===== src/rtl/enigma_pkg.sv =====
// enigma_pkg -- shared types and constants for the Enigma UART sequencer.
//   state_t     : controller state encoding
//   ASCII_*     : ASCII code points used for letter classification
//   LETTER_W    : width of an alphabet index (0..25)
//   NUM_LETTERS : size of the alphabet
//   in_range()  : inclusive byte range test
// Build option: ENIGMA_ECHO_EN adds the ST_ECHO state.
package enigma_pkg;

  typedef enum logic [2:0] {
    ST_IDLE     = 3'd0,
    ST_CLASSIFY = 3'd1,
    ST_ENC_REQ  = 3'd2,
    ST_TX       = 3'd3,
`ifdef ENIGMA_ECHO_EN
    ST_STEP     = 3'd4,
    ST_ECHO     = 3'd5
`else
    ST_STEP     = 3'd4
`endif
  } state_t;

  localparam logic [7:0] ASCII_A = 8'h41;
  localparam logic [7:0] ASCII_a = 8'h61;
  localparam logic [7:0] ASCII_Z = 8'h5A;
  localparam logic [7:0] ASCII_z = 8'h7A;
  localparam logic [7:0] ASCII_Q = 8'h3F;

  localparam int LETTER_W    = 5;
  localparam int NUM_LETTERS = 26;

  function automatic logic in_range(input logic [7:0] b, input logic [7:0] lo,
                                    input logic [7:0] hi);
    return (b >= lo) && (b <= hi);
  endfunction

endpackage


===== src/rtl/enigma_seq_ctrl_map.sv =====
// ascii_letter_map -- purely combinational ASCII <-> alphabet index mapping.
//   i_byte       : ASCII byte to classify
//   o_is_letter  : byte is A..Z or a..z
//   o_lower      : byte is a..z
//   o_idx        : alphabet index 0..25 (0 for non-letters)
//   i_code       : cipher index to convert back to ASCII
//   i_code_lower : emit lowercase when set
//   o_ascii      : ASCII letter, or '?' when i_code is not a valid index
module ascii_letter_map
  import enigma_pkg::*;
(
  input  logic [7:0]          i_byte,
  output logic                o_is_letter,
  output logic                o_lower,
  output logic [LETTER_W-1:0] o_idx,
  input  logic [LETTER_W-1:0] i_code,
  input  logic                i_code_lower,
  output logic [7:0]          o_ascii
);

  logic w_upper;
  logic w_lower;

  // Classify the byte and derive its index within the alphabet.
  always_comb begin
    w_upper     = in_range(i_byte, ASCII_A, ASCII_Z);
    w_lower     = in_range(i_byte, ASCII_a, ASCII_z);
    o_is_letter = w_upper | w_lower;
    o_lower     = w_lower;
    if (w_lower) begin
      o_idx = LETTER_W'(i_byte - ASCII_a);
    end else if (w_upper) begin
      o_idx = LETTER_W'(i_byte - ASCII_A);
    end else begin
      o_idx = {LETTER_W{1'b0}};
    end
  end

  // The cipher core may return codes 26..31; those are shown as '?'.
  always_comb begin
    if (i_code >= LETTER_W'(NUM_LETTERS)) begin
      o_ascii = ASCII_Q;
    end else if (i_code_lower) begin
      o_ascii = ASCII_a + 8'(i_code);
    end else begin
      o_ascii = ASCII_A + 8'(i_code);
    end
  end

endmodule


===== src/rtl/enigma_seq_ctrl.sv =====
// enigma_seq_ctrl -- sequencer between the UART byte interface and the Enigma
// cipher core. Letters are sent to the core over enc_req/enc_ack, the result is
// returned as ASCII on tx, and each encrypted letter is followed by a one-cycle
// rotor step pulse. Non-letters are passed through unchanged.
// Ports:
//   msclk, rst_n                : clock, synchronous active-low reset
//   rx_valid/rx_data/rx_ready   : received byte handshake
//   enc_req/enc_in/enc_ack/enc_out : cipher core request/response
//   step                        : rotor-advance pulse
//   tx_valid/tx_data/tx_ready   : byte-to-transmit handshake
//   busy, char_cnt, err         : status (not IDLE, encrypted count, sticky timeout)
// Build option: ENIGMA_ECHO_EN echoes each plaintext letter before its ciphertext.
module enigma_seq_ctrl
  import enigma_pkg::*;
#(
  parameter int CNT_W     = 16,
  parameter int TIMEOUT   = 255,
  parameter bit UPPER_OUT = 1'b1
) (
  input  logic                msclk,
  input  logic                rst_n,
  input  logic                rx_valid,
  input  logic [7:0]          rx_data,
  output logic                rx_ready,
  output logic                enc_req,
  output logic [LETTER_W-1:0] enc_in,
  input  logic                enc_ack,
  input  logic [LETTER_W-1:0] enc_out,
  output logic                step,
  output logic                tx_valid,
  output logic [7:0]          tx_data,
  input  logic                tx_ready,
  output logic                busy,
  output logic [CNT_W-1:0]    char_cnt,
  output logic                err
);

  // Counter runs 0..TIMEOUT-1 while waiting, so TIMEOUT request cycles in total.
  localparam int TO_W = (TIMEOUT > 1) ? $clog2(TIMEOUT) : 1;

  state_t                r_state, w_next_state;
  logic [7:0]            r_byte, w_byte_nx;
  logic                  r_lower, w_lower_nx;
  logic                  r_letter, w_letter_nx;
  logic [TO_W-1:0]       r_to_cnt, w_to_cnt_nx;
  logic [CNT_W-1:0]      r_char_cnt, w_cnt_nx;
  logic                  r_err, w_err_nx;
  logic [LETTER_W-1:0]   r_enc_in, w_enc_in_nx;
  logic [7:0]            r_tx_data, w_tx_data_nx;
  logic                  w_tx_valid_nx;
  logic                  r_rx_ready, r_enc_req, r_step, r_tx_valid, r_busy;

  logic                  w_map_letter, w_map_lower;
  logic [LETTER_W-1:0]   w_map_idx;
  logic [7:0]            w_map_ascii;

  ascii_letter_map u_map (
    .i_byte       (r_byte),
    .o_is_letter  (w_map_letter),
    .o_lower      (w_map_lower),
    .o_idx        (w_map_idx),
    .i_code       (enc_out),
    .i_code_lower ((UPPER_OUT == 1'b0) && r_lower),
    .o_ascii      (w_map_ascii)
  );

  // State register.
  always_ff @(posedge msclk) begin
    if (!rst_n) begin
      r_state <= ST_IDLE;
    end else begin
      r_state <= w_next_state;
    end
  end

  // Next-state and next-datapath logic.
  always_comb begin
    w_next_state = r_state;
    w_byte_nx    = r_byte;
    w_lower_nx   = r_lower;
    w_letter_nx  = r_letter;
    w_to_cnt_nx  = r_to_cnt;
    w_cnt_nx     = r_char_cnt;
    w_err_nx     = r_err;
    w_enc_in_nx  = r_enc_in;
    w_tx_data_nx = r_tx_data;
    case (r_state)
      ST_IDLE: begin
        if (rx_valid && r_rx_ready) begin
          w_byte_nx    = rx_data;
          w_next_state = ST_CLASSIFY;
        end else begin
          w_next_state = ST_IDLE;
        end
      end
      ST_CLASSIFY: begin
        w_lower_nx  = w_map_lower;
        w_letter_nx = w_map_letter;
        w_to_cnt_nx = {TO_W{1'b0}};
        if (w_map_letter) begin
          w_enc_in_nx  = w_map_idx;
`ifdef ENIGMA_ECHO_EN
          w_tx_data_nx = r_byte;
          w_next_state = ST_ECHO;
`else
          w_next_state = ST_ENC_REQ;
`endif
        end else begin
          w_tx_data_nx = r_byte;
          w_next_state = ST_TX;
        end
      end
`ifdef ENIGMA_ECHO_EN
      ST_ECHO: begin
        if (tx_ready) begin
          w_next_state = ST_ENC_REQ;
        end else begin
          w_next_state = ST_ECHO;
        end
      end
`endif
      ST_ENC_REQ: begin
        // An ack arriving on the last allowed cycle still wins over the timeout.
        if (enc_ack) begin
          w_tx_data_nx = w_map_ascii;
          w_next_state = ST_TX;
        end else if (r_to_cnt == TO_W'(TIMEOUT - 1)) begin
          w_err_nx     = 1'b1;
          w_next_state = ST_IDLE;
        end else begin
          w_to_cnt_nx  = r_to_cnt + TO_W'(1);
          w_next_state = ST_ENC_REQ;
        end
      end
      ST_TX: begin
        if (tx_ready) begin
          if (r_letter) begin
            // Count bumps together with the step pulse.
            w_cnt_nx     = r_char_cnt + CNT_W'(1);
            w_next_state = ST_STEP;
          end else begin
            w_next_state = ST_IDLE;
          end
        end else begin
          w_next_state = ST_TX;
        end
      end
      ST_STEP: begin
        w_next_state = ST_IDLE;
      end
      default: begin
        w_next_state = ST_IDLE;
      end
    endcase

`ifdef ENIGMA_ECHO_EN
    w_tx_valid_nx = (w_next_state == ST_TX) || (w_next_state == ST_ECHO);
`else
    w_tx_valid_nx = (w_next_state == ST_TX);
`endif
  end

  // Datapath and outputs, registered from the next state so they line up with it.
  always_ff @(posedge msclk) begin
    if (!rst_n) begin
      r_byte     <= 8'h00;
      r_lower    <= 1'b0;
      r_letter   <= 1'b0;
      r_to_cnt   <= {TO_W{1'b0}};
      r_char_cnt <= {CNT_W{1'b0}};
      r_err      <= 1'b0;
      r_enc_in   <= {LETTER_W{1'b0}};
      r_tx_data  <= 8'h00;
      r_rx_ready <= 1'b0;
      r_enc_req  <= 1'b0;
      r_step     <= 1'b0;
      r_tx_valid <= 1'b0;
      r_busy     <= 1'b0;
    end else begin
      r_byte     <= w_byte_nx;
      r_lower    <= w_lower_nx;
      r_letter   <= w_letter_nx;
      r_to_cnt   <= w_to_cnt_nx;
      r_char_cnt <= w_cnt_nx;
      r_err      <= w_err_nx;
      r_enc_in   <= w_enc_in_nx;
      r_tx_data  <= w_tx_data_nx;
      r_rx_ready <= (w_next_state == ST_IDLE);
      r_enc_req  <= (w_next_state == ST_ENC_REQ);
      r_step     <= (w_next_state == ST_STEP);
      r_tx_valid <= w_tx_valid_nx;
      r_busy     <= (w_next_state != ST_IDLE);
    end
  end

  assign rx_ready = r_rx_ready;
  assign enc_req  = r_enc_req;
  assign enc_in   = r_enc_in;
  assign step     = r_step;
  assign tx_valid = r_tx_valid;
  assign tx_data  = r_tx_data;
  assign busy     = r_busy;
  assign char_cnt = r_char_cnt;
  assign err      = r_err;

endmodule


===== config.mk =====
export PLATFORM = sky130hd
export DESIGN_NAME = enigma_seq_ctrl
export DESIGN_NICKNAME = d
export VERILOG_FILES = /design/src/rtl/enigma_pkg.sv /design/src/rtl/enigma_seq_ctrl_map.sv /design/src/rtl/enigma_seq_ctrl.sv
export SDC_FILE = /design/constraint.sdc
export NUM_CORES = 1
export LEC_CHECK = 0
export ABC_AREA = 1
export ABC_CLOCK_PERIOD_IN_PS = 2000
export CAP_MARGIN = 20
export CORE_ASPECT_RATIO = 1.1
export CORE_UTILIZATION = 50
export DETAILED_ROUTE_END_ITERATION = 8
export PLACE_DENSITY = 0.77
export SLEW_MARGIN = 20
export SYNTH_ARGS = -nofsm -noshare
export SYNTH_HDL_FRONTEND = slang
export SYNTH_SLANG_ARGS = --single-unit

===== constraint.sdc =====
create_clock -name msclk -period 2 [get_ports msclk]
set_input_delay 0.3 -clock msclk [delete_from_list [all_inputs] [get_ports msclk]]
set_output_delay 0.3 -clock msclk [all_outputs]
set_load 0.03 [all_outputs]

==> Word level (Yosys, flattened, before mapping) <==
Index checks and enable logic that the tools add are counted.
{ "totals": {"out_inout_bits": 35, "register_bits": 55, "elab_cells": 65} }
{ "classes": {"eq_ne": 11, "n_lt_le_gt_ge": 5, "n_reduce_logical": 13, "addsub": 5, "n_bitwise": 2, "muxes": 16} }
{ "ops": {"columns": ["operator", "count"], "rows": [
  ["two-way mux 8 bit", 5],
  ["case mux 8 bit (2 select lines)", 2],
  ["adder 16 x 1 -> 16 bit, second input constant", 1],
  [">= comparator 8 x 7 -> 1 bit, second input constant", 2],
  ["less-or-equal comparator 8 x 7 -> 1 bit, second input constant", 2],
  ["== test 3 x 2 -> 1 bit, second input constant", 4],
  ["case mux 3 bit (4 select lines)", 1],
  ["AND reduction 3 bit", 4],
  ["two-way mux 5 bit", 2],
  ["subtractor 5 x 1 -> 5 bit, second input constant", 2],
  ["adder 7 x 5 -> 8 bit, first input constant", 1],
  ["adder 8 x 1 -> 8 bit, second input constant", 1],
  ["== test 8 bit, second input constant", 1],
  ["inequality test 2 bit, second input constant", 4],
  ["zero test 3 bit", 2],
  ["two-way mux 3 bit", 2],
  [">= comparator 5 bit, second input constant", 1],
  ["two-way mux 2 bit", 2],
  ["AND reduction 2 bit", 2],
  ["== test 3 x 1 -> 1 bit, second input constant", 1],
  ["== test 3 bit, second input constant", 1],
  ["logical AND 1 bit", 3],
  ["nonzero test 3 bit", 1],
  ["two-way mux 1 bit", 2],
  ["other kinds (3)", 3]
]} }

==> Logic depth before layout (Yosys ltp) <==
Gate-level depths: netlist of the first run.
{ "logic_depth": {"depth_word": 6, "depth_mapped": 11} }

==> Cells and area by module <==
From an unflattened synthesis of the first run, not the netlist that was laid out.
{ "hier_totals": {"hier_cells": 430, "area_unflattened_um2": 2934.1} }
{ "modules_own_cells": {"columns": ["module", "cells_per_inst", "area_per_inst_um2", "instances", "seq_area_each_um2"], "rows": [
  ["enigma_seq_ctrl", 340, 2487.4, 1, 1101.1],
  ["ascii_letter_map", 90, 446.7, 1, 0.0]
]} }

==> Least setup slack after synthesis of the first run <==
OpenSTA, ideal clock, no wires.
{ "synth_timing": {"path_type": "flip-flop to flip-flop", "from": "reg r_char_cnt[0] (netlist: char_cnt[0])", "to": "reg r_char_cnt[10] (netlist: char_cnt[10])", "required_time_ns": 1.890, "setup_ns": 0.110, "path_stages_with_launch": 9, "period_less_slack_ns": 1.557, "arrival_ns": 1.447, "slack_ns": 0.443, "cell_sequence": "dfxtp_1 > ha_1 > nand2_1 > nor3_2 > nand4_2 > nor2_1 > nand2_1 > nand2_1 > nor2_1"} }
{ "synth_via": {"elab_chain_cells": 1} }
{ "synth_lines": {"columns": ["item", "line", "text"], "rows": [
  ["start: declaration", "enigma_seq_ctrl.sv:46", "logic [CNT_W-1:0] r_char_cnt, w_cnt_nx;"],
  ["start signal: assignment", "enigma_seq_ctrl.sv:170", "r_char_cnt <= {CNT_W{1'b0}};"],
  ["start signal: assignment", "enigma_seq_ctrl.sv:184", "r_char_cnt <= w_cnt_nx;"],
  ["adder 16 x 1 -> 16 bit", "enigma_seq_ctrl.sv:139", "w_cnt_nx = r_char_cnt + CNT_W'(1);"]
]} }
No other way between the ends.
A chain may end at the register's enable or synchronous reset.

==> Worst setup path after layout of the first run <==
{ "layout_timing": {"from": "reg r_byte[0]", "to": "reg r_tx_data[2] (netlist: tx_data[2])"} }
{ "layout_via": {"elab_chain_cells": 5, "word_cells_on_any_way": 9} }
{ "layout_lines": {"columns": ["item", "line", "text"], "rows": [
  ["start: declaration", "enigma_seq_ctrl.sv:42", "logic [7:0] r_byte, w_byte_nx;"],
  ["start signal: assignment", "enigma_seq_ctrl.sv:180", "r_byte <= w_byte_nx;"],
  [">= comparator 8 x 7 -> 1 bit / less-or-equal comparator 8 x 7 -> 1 bit (equally long branches)", "enigma_pkg.sv:34", "return (b >= lo) && (b <= hi);"],
  ["logical AND 1 bit", "enigma_pkg.sv:34", null],
  ["OR 1 bit *", "enigma_seq_ctrl_map.sv:28", "o_is_letter = w_upper | w_lower;"],
  ["inequality test 2 bit (no source line) *", null, null],
  ["AND reduction 3 bit (no source line) *", null, null],
  ["end signal: assignment", "enigma_seq_ctrl.sv:187", "r_tx_data <= w_tx_data_nx;"],
  ["end: declaration", "enigma_seq_ctrl.sv:49", "logic [7:0] r_tx_data, w_tx_data_nx;"]
]} }
Mark *: on every way between the ends. The rest lies on a longest branch, timed or not.

==> flow_summary.ini, run 1 <==
[power]
seqPwrFrac = 0.400
combPwrFrac = 0.415
ir_drop_mv = 0.489
clkPwrFrac = 0.185
p_sw_mw = 1.31
totalPowerFinal_mw = 3.31
p_int_mw = 2.00
cellLeakagePower_nw = 1.42
power_density_nw_per_um2 = 949
swShare = 0.396

[layout]
drive_gt1_frac = 0.0514
fin_nets = 492
design_area_um2 = 3490
layout_commonest_cell = nand2_1
diodes = 0
syn2layout_area_growth_pct = 25.3
mostFrequentLayoutCells = 103 x nand2_1, 55 x dfxtp_1, 54 x nor2_1
fill_cells = 520

[setup_path]
r2r_cells = 9
worst_r2r_endpoint = tx_data[2]$_SDFFE_PN0P_
cpPeakStageDelay_ns = 0.38
crit_path_end = tx_data[2]$_SDFFE_PN0P_
cp_common_cell = inv_1
required_ns = 2.21
slowest_stage = dfxtp_1
cp_cell_sequence = inv_1 > ha_1 > nand4_1 > nand2_1 > inv_1 > nand3_1 > buf_4 > a21oi_1 > nor2_1
critical_path_class = flip-flop to flip-flop
reg2reg_from = r_byte[0]$_SDFFE_PN0P_
arrival_ns = 2.03
crit_fanout = 12
crit_start = r_byte[0]$_SDFFE_PN0P_
critPathCaptureType = flip-flop
r2r_slack_ns = 0.17
startpoint_type = flip-flop

[clock_network]
clk_latency_ns = 0.31
cts_tree = done
clk_pin_slew_worst_paths_ns = 0.10
clockBufferDepth = 2
cts_resized = 0
h-tree-depth = 2
postCtsSetupBuffers = 0
cts_hold_buf = 0
cts.sinks = 55
clockRootBuffer = clkbuf_8
cts_made_buffers = 5

[logic_synthesis]
yosysUniqueCellTypes = 30
synth_fp_nets = 436
yosys.area.top_type_share = 0.395
syn_area_um2 = 2790
synth_seq_cells = 55
ys_warn_count = 0
seq_area_frac_synth = 0.395
synthCells = 410
synth_top_cells_by_area = dfxtp_1 40%, nand2_1 14%, a21oi_1 7.5%
synth.avg_cell_area_um2 = 6.80
synth_top_area_cell = dfxtp_1

[die]
die_area_um2 = 5880
initial_core_util = 0.520
ioPinCount = 53
core_area_um2 = 5360
die_x_um = 73.2
rows = 28
die_y_um = 80.3

[timing]
whs_ns = 0.479
setup_viol = 0
min_period_ns = 1.83
min_period_over_period = 0.913
tightest_slew_ns = 0.375
rsz0062_at_grt = no
clock.fmax_ghz = 0.548
maxSlewViolCount = 0
clock_skew_ns = 0.00905
setup_tns_ns = 0
hold_viol_final = 0
slew_headroom = 0.749
setup_slack_ns = 0.174

[global_routing]
grt_pass1_wl_um = 11000
grt_max_degree = 30
antenna_found_initial = 0
gr-total-overflow = 0
grt_pass1_vias = 2545
grt_usage = 0.240

[routing]
ant_nets = 0
wire_per_inst_um = 12.1
vias = 2737
dr.pass1.iters = 4
wl_um = 6540
drc = 0
drt_iter0_drc = 160
vias_per_cell = 5.05

[place]
post-place-ws_ns = 0.0785
placed_area_um2 = 3410
dp_hpwl_um = 4950
globalplace.congestion = 0.884
portBuffers = 52

[run]
drv_cap = 0

[hold_path]
hold_class = flip-flop to flip-flop
hold_depth = 1

[outcome]
outcome = finished clean
## cell type report
class,count,area (µm²),share of cell area
timing repair buffer,61,588,0.168
inverter,48,180,0.0516
clock buffer,6,72.6,0.0208
tap,75,93.8,0.0269
clock inverter,2,12.5,0.00358
sequential,55,1100,0.315
multi-input combinational,295,1440,0.413
## metal layers
layer	track usage	routed length, µm	vias to the layer above
li1	-	-	1427
met1	0.276	2840	1242
met2	0.434	3270	53
met3	0.0376	249	15
met4	0.104	176	0
met5	0	0	-
## per-stage QoR
| stage | cells | utilization |
|---|---|---|
| floorplan | 410 | - |
| global placement | 534 | 0.636 |
| detailed placement | 534 | 0.636 |
| CTS | 542 | 0.651 |
| global route | 542 | 0.651 |
| finish | 542 | 0.651 |
## worst min path at each step
stage	end	start
after detailed placement	enc_in[0]$_SDFFE_PN0P_	r_byte[0]$_SDFFE_PN0P_
after floorplan	enc_in[0]$_SDFFE_PN0P_	r_byte[0]$_SDFFE_PN0P_
after global placement	err$_SDFFE_PN0P_	err$_SDFFE_PN0P_
after CTS	enc_in[0]$_SDFFE_PN0P_	r_byte[0]$_SDFFE_PN0P_
final	enc_in[0]$_SDFFE_PN0P_	r_byte[0]$_SDFFE_PN0P_
after global routing	enc_in[0]$_SDFFE_PN0P_	r_byte[0]$_SDFFE_PN0P_
## critical path: cells and delay by family (launching register included)
| kind | cells | cell delay [ns] |
|---|---|---|
| buf+inv | 3 | 0.46 |
| compound gates | 1 | 0.15 |
| flops | 1 | 0.38 |
| fa+ha+maj | 1 | 0.26 |
| simple gates | 4 | 0.47 |
## cells in the mapped netlist
cell	instances
nand2_1	103
dfxtp_1	55
nor2_1	54
inv_1	47
a21oi_1	42
nand3_1	33
o21ai_0	18
ha_1	8
nand4_1	7
clkbuf_1	6
xor2_1	6
buf_2	4
nor3_1	4
o21bai_1	3
xnor2_1	3
a211oi_1	2
nor3_2	2
a21boi_0	1
and2_1	1
and3_1	1
buf_4	1
buf_6	1
inv_2	1
nand2_2	1
nand3_2	1
nand3b_1	1
nand4_2	1
nor3_4	1
o21a_1	1
o21ai_2	1
## cells by family after synthesis
kind of cell / synth area share
adders and majority gates: 0.0359
and+or+nand+nor: 0.324
AOI/OAI and AO/OA: 0.130
DFF: 0.395
xor gates and xnor gates: 0.0283
buffers and inverters: 0.0867
## power by group through the flow
stage          combinational, mW  sequential, mW  clock, mW
2_1_floorplan              0.873            1.49          0
3_3_place_gp                1.36            1.35          0
3_5_place_dp                1.38            1.35          0
4_1_cts                     1.38            1.32      0.623
5_1_grt                     1.55            1.34      0.662
6_report                    1.37            1.32      0.614
## flip-flops by register name (all words and copies together) (netlist names)
name      flops
enc_in        5
r_state       3
enc_req       1
r_byte        8
step          1
tx_data       8
r_to_cnt      8
err           1
char_cnt     16
r_letter      1
tx_valid      1
rx_ready      1
busy          1
Power figures use the tool's default switching activity.
==> inputs of run 2 (changes only) <==
--- a/config.mk
+++ b/config.mk
@@ -12,7 +12,6 @@
 export CORE_UTILIZATION = 50
 export DETAILED_ROUTE_END_ITERATION = 8
 export PLACE_DENSITY = 0.77
-export SLEW_MARGIN = 20
 export SYNTH_ARGS = -nofsm -noshare
 export SYNTH_HDL_FRONTEND = slang
 export SYNTH_SLANG_ARGS = --single-unit
==> results of run 2 <==
The final DEF is identical to that of run 1; final timing and power are the same.
==> inputs of run 3 (changes only) <==
--- a/config.mk
+++ b/config.mk
@@ -12,6 +12,7 @@
 export CORE_UTILIZATION = 50
 export DETAILED_ROUTE_END_ITERATION = 8
 export PLACE_DENSITY = 0.77
+export REMOVE_ABC_BUFFERS = 1
 export SYNTH_ARGS = -nofsm -noshare
 export SYNTH_HDL_FRONTEND = slang
 export SYNTH_SLANG_ARGS = --single-unit
==> flow_summary.ini, run 3 (synthesis results as in run 1) <==
[outcome]
outcome = finished clean

[timing]
maxSlewViolCount = 0
setup_tns_ns = 0
slew_headroom = 0.724
hold_viol_final = 0
tightest_slew_ns = 0.411
clock.fmax_ghz = 0.563
min_period_ns = 1.78
clock_skew_ns = 0.00786
rsz0062_at_grt = no
setup_viol = 0
min_period_over_period = 0.888

[hold_path]
hold_class = flip-flop to flip-flop
hold_depth = 1
min_to = enc_in[0]$_SDFFE_PN0P_
hp-start = r_byte[0]$_SDFFE_PN0P_

[power]
seqPwrFrac = 0.373
clkPwrFrac = 0.241
cellLeakagePower_nw = 1.44
p_sw_mw = 1.30
p_int_mw = 2.26
ir_drop_mv = 0.412
combPwrFrac = 0.385
swShare = 0.365
power_density_nw_per_um2 = 1000

[setup_path]
critical_path_class = flip-flop to primary output
reg2reg_from = char_cnt[0]$_SDFFE_PN0P_
required_ns = 1.70
crit_fanout = 6
slowest_stage = clkdlybuf4s50_1
critPathCaptureType = primary output
path_buf_inv = 1
crit_start = char_cnt[9]$_SDFFE_PN0P_
cp_top_family = buffers and inverters
r2r_slack_ns = 0.35
cpPeakStageDelay_ns = 0.71
cp_cell_sequence = clkdlybuf4s50_1
r2r_cells = 8
startpoint_type = flip-flop
arrival_ns = 1.48
worst_r2r_endpoint = char_cnt[10]$_SDFFE_PN0P_

[layout]
final_util = 0.660
mostFrequentLayoutCells = 103 x nand2_1, 55 x dfxtp_1, 54 x nor2_1
syn2layout_area_growth_pct = 27.0
diodes = 0
fin_nets = 492
drive_gt1_frac = 0.0514
fill_cells = 507
layout_commonest_cell = nand2_1
largest_reg_flops = 16

[global_routing]
grt_usage = 0.231
antenna_found_initial = 0
grt_max_degree = 17
grt_pass1_wl_um = 10800
gr-total-overflow = 0
grt_pass1_vias = 2597

[clock_network]
cts.sinks = 55
clockRootBuffer = clkbuf_8
cts_hold_buf = 0
clockBufferDepth = 2
postCtsSetupBuffers = 0
clk_latency_ns = 0.31
cts_made_buffers = 5
cts_resized = 0
clk_pin_slew_worst_paths_ns = 0.09
cts_tree = done
h-tree-depth = 2

[routing]
wire_per_inst_um = 11.9
vias = 2757
ant_nets = 0
drc = 0
drt_iter0_drc = 169
wl_um = 6450
dr.pass1.iters = 4
vias_per_cell = 5.09

[die]
die_area_um2 = 5880
ioPinCount = 53
core_area_um2 = 5360
die_y_um = 80.3
rows = 28
die_x_um = 73.2
initial_core_util = 0.520

[place]
globalplace.congestion = 0.889
portBuffers = 52
dp_hpwl_um = 4850

[run]
drv_cap = 0
run 3: cell count changes in the layout (fill, tap and decap cells not counted), sizes merged:
cell,change
bufinv,+2
clkinv,-1
clkinvlp,-1
run 3: worst register-to-register path, stage by stage (launching register included):
cell and delay (ns):
dfxtp_1 0.43, ha_1 0.22, nand2_1 0.09, nor3_2 0.33
nand4_2 0.19, nor2_1 0.14, nand2_1 0.06, nand2_1 0.06
nor2_1 0.04
run 3: how the worst max path moves through the flow:
stage / end / slack [ns] / cells past startpoint
final: char_cnt[9] / 0.22 / 1
after global routing: char_cnt[9] / 0.15 / 1
after CTS: char_cnt[9] / 0.21 / 1
after detailed placement: tx_data[5]$_SDFFE_PN0P_ / 0.08 / 11
after global placement: tx_data[5]$_SDFFE_PN0P_ / 0.17 / 11
after floorplan: enc_in[2]$_SDFFE_PN0P_ / 0.23 / 10
run 3: area by class of cell:
class	instances	area (µm²)	area share
inverter	48	180	0.0509
clock buffer	6	72.6	0.0205
multi-input combinational	295	1440	0.408
sequential	55	1100	0.311
clock inverter	2	60.1	0.0170
tap	75	93.8	0.0265
timing repair buffer	61	588	0.166
run 3: layer usage:
| layer | routed length (µm) | vias up | global-route usage |
|---|---|---|---|
| met2 | 3350 | 57 | 0.438 |
| met4 | 99 | 0 | 0.0725 |
| met5 | 0 | - | 0 |
| met1 | 2780 | 1266 | 0.260 |
| li1 | - | 1423 | - |
| met3 | 222 | 11 | 0.0339 |
run 3: per-stage QoR:
step | total power [mW] | hold WS, ns | setup slack, ns | cell area [µm²] | instances
final | 3.55 | 0.473 | 0.223 | 3540 | 542
after global routing | 3.81 | 0.509 | 0.149 | 3540 | 542
after CTS | 3.58 | 0.475 | 0.207 | 3540 | 542
after detailed placement | 2.72 | 0.467 | 0.0808 | 3410 | 534
after global placement | 2.69 | 0.453 | 0.173 | 3410 | 534
after floorplan | 2.30 | 0.398 | 0.232 | 2730 | 398
run 3: power groups by stage:
stage               clock (mW)  sequential (mW)  combinational, mW
finish                   0.858             1.33               1.37
CTS                      0.881             1.33               1.37
global placement             0             1.35               1.34
detailed placement           0             1.35               1.36
floorplan                    0             1.49              0.803
global route             0.916             1.34               1.55
